## config.mk

```make
export PLATFORM = sky130hd
export DESIGN_NAME = reciprocal_seq
export DESIGN_NICKNAME = d
export VERILOG_FILES = /design/src/rtl/reciprocal_seq.sv
export SDC_FILE = /design/constraint.sdc
export NUM_CORES = 1
export LEC_CHECK = 0
export ABC_AREA = 1
export CORE_MARGIN = 5
export CORE_UTILIZATION = 65
export DETAILED_ROUTE_END_ITERATION = 10
export DONT_BUFFER_PORTS = 1
export PLACE_DENSITY = 0.79
export SLEW_MARGIN = 0
export SYNTH_ARGS = -nofsm -noshare
export SYNTH_HDL_FRONTEND = slang
export SYNTH_SLANG_ARGS = --single-unit
```

## constraint.sdc

```tcl
create_clock -name clk -period 4.16 [get_ports clk]
set_clock_uncertainty 0.2 [all_clocks]
set_input_delay 0.208 -clock clk [delete_from_list [all_inputs] [get_ports clk]]
set_output_delay 0.208 -clock clk [all_outputs]
set_load 0.02 [all_outputs]
```

## src/rtl/reciprocal_seq.sv

```systemverilog
// reciprocal_seq: sequential fixed-point reciprocal, out = 2^(2F) / in.
// Radix-2 restoring division that produces one quotient bit per clock and
// uses a start/done handshake. The result saturates to all ones, and a zero
// divisor is flagged.
//
// Optional feature macro: RECIPROCAL_ROUND_EN
//   undefined : truncating result with N = 2F+1 iterations.
//   defined   : one extra guard iteration (N = 2F+2), round-half-up.
//
// Ports:
//   clk          rising-edge clock
//   rst          synchronous active-high reset
//   start        request; only sampled while busy = 0
//   in           unsigned operand, value in * 2^-F, captured on accept
//   busy         iteration in progress (accept edge through result edge)
//   done         one-cycle pulse; out and flags valid
//   out          reciprocal result, held until the next accepted start
//   saturated    true quotient exceeded all ones; out clamped
//   div_by_zero  in was zero; out = all ones
module reciprocal_seq #(
    parameter int DATA_WIDTH    = 32,
    parameter int FRACTION_BITS = 30
) (
    input  logic                  clk,
    input  logic                  rst,
    input  logic                  start,
    input  logic [DATA_WIDTH-1:0] in,
    output logic                  busy,
    output logic                  done,
    output logic [DATA_WIDTH-1:0] out,
    output logic                  saturated,
    output logic                  div_by_zero
);

    localparam int W = DATA_WIDTH;
`ifdef RECIPROCAL_ROUND_EN
    localparam int N = 2*FRACTION_BITS + 2;
`else
    localparam int N = 2*FRACTION_BITS + 1;
`endif
    localparam int CW = $clog2(N + 1);
    // The result path is wide enough to hold the full quotient plus a
    // rounding carry, so the saturation test is a simple OR of the high bits.
    localparam int QX = N + W + 1;

    typedef enum logic [1:0] {IDLE, CALC, FIN} state_t;

    state_t          state, nxt;
    logic [W-1:0]    divisor;
    // The remainder is always below the divisor, so W bits hold it.
    // Each trial value is W+1 bits wide.
    logic [W-1:0]    rem;
    logic [N-1:0]    quo;
    logic [CW-1:0]   cnt;
    logic            zero_pend;

    logic            dbit;
    logic [W:0]      trial;
    logic            ge;
    logic [QX-1:0]   qext;
    logic [QX-1:0]   res;
    logic            sat_c;

    // The dividend is 2^(2F) (or 2^(2F+1) with rounding). Its only set bit
    // is the first one shifted in, which is the step that has the counter
    // still at its load value.
    assign dbit  = (cnt == CW'(N - 1));
    assign trial = {rem, dbit};
    assign ge    = (trial >= {1'b0, divisor});

    always_comb begin
        qext = QX'(quo);
`ifdef RECIPROCAL_ROUND_EN
        // quo[0] is the guard bit. A carry out of all ones lands in bit W,
        // and the saturation test catches it.
        res  = (qext >> 1) + QX'(quo[0]);
`else
        res  = qext;
`endif
        sat_c = |(res >> W);
    end

    assign busy = (state != IDLE);

    always_ff @(posedge clk) begin
        if (rst) state <= IDLE;
        else     state <= nxt;
    end

    always_comb begin
        nxt = state;
        case (state)
            IDLE: if (start) nxt = CALC;
            // A zero divisor spends one pass-through cycle here and does
            // no iteration, which puts its result on edge E+2.
            CALC: if (zero_pend || cnt == '0) nxt = FIN;
            FIN:  nxt = IDLE;
            default: nxt = IDLE;
        endcase
    end

    always_ff @(posedge clk) begin
        if (rst) begin
            divisor     <= '0;
            rem         <= '0;
            quo         <= '0;
            cnt         <= '0;
            zero_pend   <= 1'b0;
            done        <= 1'b0;
            out         <= '0;
            saturated   <= 1'b0;
            div_by_zero <= 1'b0;
        end else begin
            done <= 1'b0;
            case (state)
                IDLE: begin
                    if (start) begin
                        divisor   <= in;
                        rem       <= '0;
                        quo       <= '0;
                        cnt       <= CW'(N - 1);
                        zero_pend <= (in == '0);
                    end
                end
                CALC: begin
                    if (!zero_pend) begin
                        if (ge) begin
                            rem <= W'(trial - {1'b0, divisor});
                        end else begin
                            rem <= trial[W-1:0];
                        end
                        quo <= {quo[N-2:0], ge};
                        cnt <= cnt - CW'(1);
                    end
                end
                FIN: begin
                    done <= 1'b1;
                    if (zero_pend) begin
                        out         <= '1;
                        saturated   <= 1'b0;
                        div_by_zero <= 1'b1;
                    end else begin
                        out         <= sat_c ? '1 : res[W-1:0];
                        saturated   <= sat_c;
                        div_by_zero <= 1'b0;
                    end
                end
                default: ;
            endcase
        end
    end

endmodule

```

==> results.cfg <==
[place]
hpwlAfterDp_um = 16000
dp.cells = 1516
port_buffers = 0
gp_congestion = 1.02
preCtsSetupSlack_ps = 1420

[power]
p_clk_share_pct = 30.4
peakVddDrop_v = 0.000325
switching_share_pct = 38.5
power_frac_seq_pct = 36.6
p_switching_mw = 1.90
power_leakage_nw = 4.61
combPwrFrac_pct = 33.0
internal_power_mw = 3.04
p_per_area_mw_per_mm2 = 486

[critical_path]
crit_chain = inv_1 > ha_1 > nand2_1 > nand2_1 > a21oi_2 > nand2_1 > nand2_1 > nand2_2 > nor2_8 > nand2_8 > nand2_1 > nand3_1 > a21oi_2 > dlygate4sd3_1
cpLargestDelayFamily = simple AND/OR/NAND/NOR gates
worstPathMaxFanout = 33
cp.arrival_ps = 3440
slowest_delay_ps = 540
slowest_stage = dlygate4sd3_1
crit_path_frequent_cell = nand2_1
crit_type = flip-flop to flip-flop
required_ps = 4340
setup.worst_path.start_class = flip-flop
end_kind = flip-flop
cp.buffers_inverters = 2

[yosys]
syn_nets = 1462
synth_top_area_share_pct = 36.7
yosys_warnings = 0
ys_async_sr_fraction_pct = 0
synth-seq-area-share_pct = 36.7
syn_area_mm2 = 0.00922
synth_edf_count = 0
postSynthAreaPerCell_um2 = 6.62
ys_seq_elements = 169
synth_area_leaders = dfxtp_1 (37%), nand2_1 (17%), a21oi_1 (9.6%)
synth_cells = 1393
yosysTopAreaCell = dfxtp_1
yosysUniqueCellTypes = 36
ys.flop_type = dfxtp_1

[cts]
clock_latency_ps = 440
cts_buffers = 17
cts.path.max_buffers = 2
h-tree-depth = 4
postCtsSetupBuffers = 0
cts_tree = yes
path_clk_slew_ps = 70
root_buffer = clkbuf_16
cts_sinks = 169

[status]
status = completed

[route]
dr.pass1.iters = 6
ant_nets = 0
drt_iter0_markers = 662
dr_total_vias = 8989
post-route-drc-count = 0
post_drt_wl_per_cell_um = 15.5
routed_wl_um = 24500
viasPerCell = 5.67

[sta]
finalHoldViolations = 0
tightestPinTransition_ps = 1100
fmax_ghz = 0.307
period_minus_slack_ps = 3260
drv_slew = 0
relSlewSlack_pct = 26.9
setup_viol = 0
holdWs_ps = 265
fin_setup_tns_ps = 0
rsz0062_at_grt = no
worst_slack_ps = 902
period_share_pct = 78.3

[die]
die_height_um = 129
core_mm2 = 0.0139
rows = 43
die_area_mm2 = 0.0167
dieWidth_um = 129
initial_core_util_pct = 66.4
pin_count = 71

[global_route]
grt_max_degree = 103
grt_pass1_vias = 8794
gr-usage-all-layers_pct = 30.4
antenna_found_initial = 0
globalRouteOverflowTotal = 0
grt_pass1_wl_um = 41300

[finish]
area_delta_synth_final_pct = 10.3
drive_gt1_share_pct = 5.55
fin_nets = 1463
layout_common_cells = nand2_1 (428), a21oi_1 (176), dfxtp_1 (169)
final_common_cell = nand2_1
fin_cells = 1586
diodes = 0

[job]
maxCapViolCount = 0

[hold_path]
hp-class = flip-flop to flip-flop
[power groups by stage]
stage,combinational [mW],clock [mW],sequential [mW]
floorplan,1.28,0,1.82
detailed placement,1.54,0,1.84
global route,1.83,1.58,1.82
CTS,1.60,1.51,1.81
global placement,1.53,0,1.84
finish,1.63,1.50,1.81
[worst register-to-register path: stages, from the launching register on]
cell and delay, ps:
dfxtp_1 350, inv_1 70, ha_1 410, nand2_1 110, nand2_1 100, a21oi_2 150, nand2_1 90, nand2_1 90
nand2_2 90, nor2_8 390, nand2_8 260, nand2_1 140, nand3_1 80, a21oi_2 150, dlygate4sd3_1 540
[final timing paths]
check,from,to,slack (ps),cells after the start
worst max-delay path,divisor[24],rem[12],900,14
worst min-delay path,quo[60],quo[60],260,2
worst max register to register,divisor[24],rem[12],900,14
worst min register to register,quo[60],quo[60],260,2
[per-layer routing]
layer	wire, um	track usage (%)
met2	11800	51.3
met1	10300	36.9
met5	0	0
met3	1520	6.84
met4	853	13.9
[metrics by stage]
stage	power, mW	utilization, %	instance area (um^2)
after floorplan	3.10	-	9220
after global placement	3.37	66.3	9200
after detailed placement	3.38	66.3	9200
after CTS	4.91	73.3	10200
after global routing	5.23	73.3	10200
final	4.94	73.3	10200
[kinds of logic after synthesis]
kind of cell    synth area share (%)
fa+ha+maj                       4.70
simple gates                    32.3
buf+inv                         10.4
xor+xnor                        1.33
flops                           36.7
compound gates                  14.6
[timing repair]
item | 4_1_cts | 5_1_grt
setup endpoints to repair | 0 | 0
endpoints found under the hold margin | 134 | 0
hold buffers | 39 | 0
resized for setup | 0 | 0
[cell usage after synthesis (11+ instances only)]
cell and count:
a21oi_1 176, ha_1 33, xnor2_1 13, nor2_1 56, nand2_2 12, nand2_1 429, buf_2 11, inv_1 166
nand4_1 11, nand3_1 73, o21ai_0 71, clkbuf_1 46, nor3_1 37, nand3b_1 23, nor4_1 14, dfxtp_1 169
[state kept, by name, indices dropped and copies added (netlist names)]
signal / count
divisor: 32
div_by_zero: 1
rem: 32
quo: 61
saturated: 1
done: 1
zero_pend: 1
cnt: 6
out: 32
state: 2
[layout make-up]
class | count | area (um^2)
Inverter | 172 | 646
Tap cell | 180 | 225
Clock buffer | 19 | 443
Multi-Input combinational cell | 987 | 4890
Fill cell | 1154 | 3710
Sequential cell | 169 | 3380
Clock inverter | 12 | 115
Timing Repair Buffer | 47 | 468
Note: power is estimated with default switching activity, not from simulation.
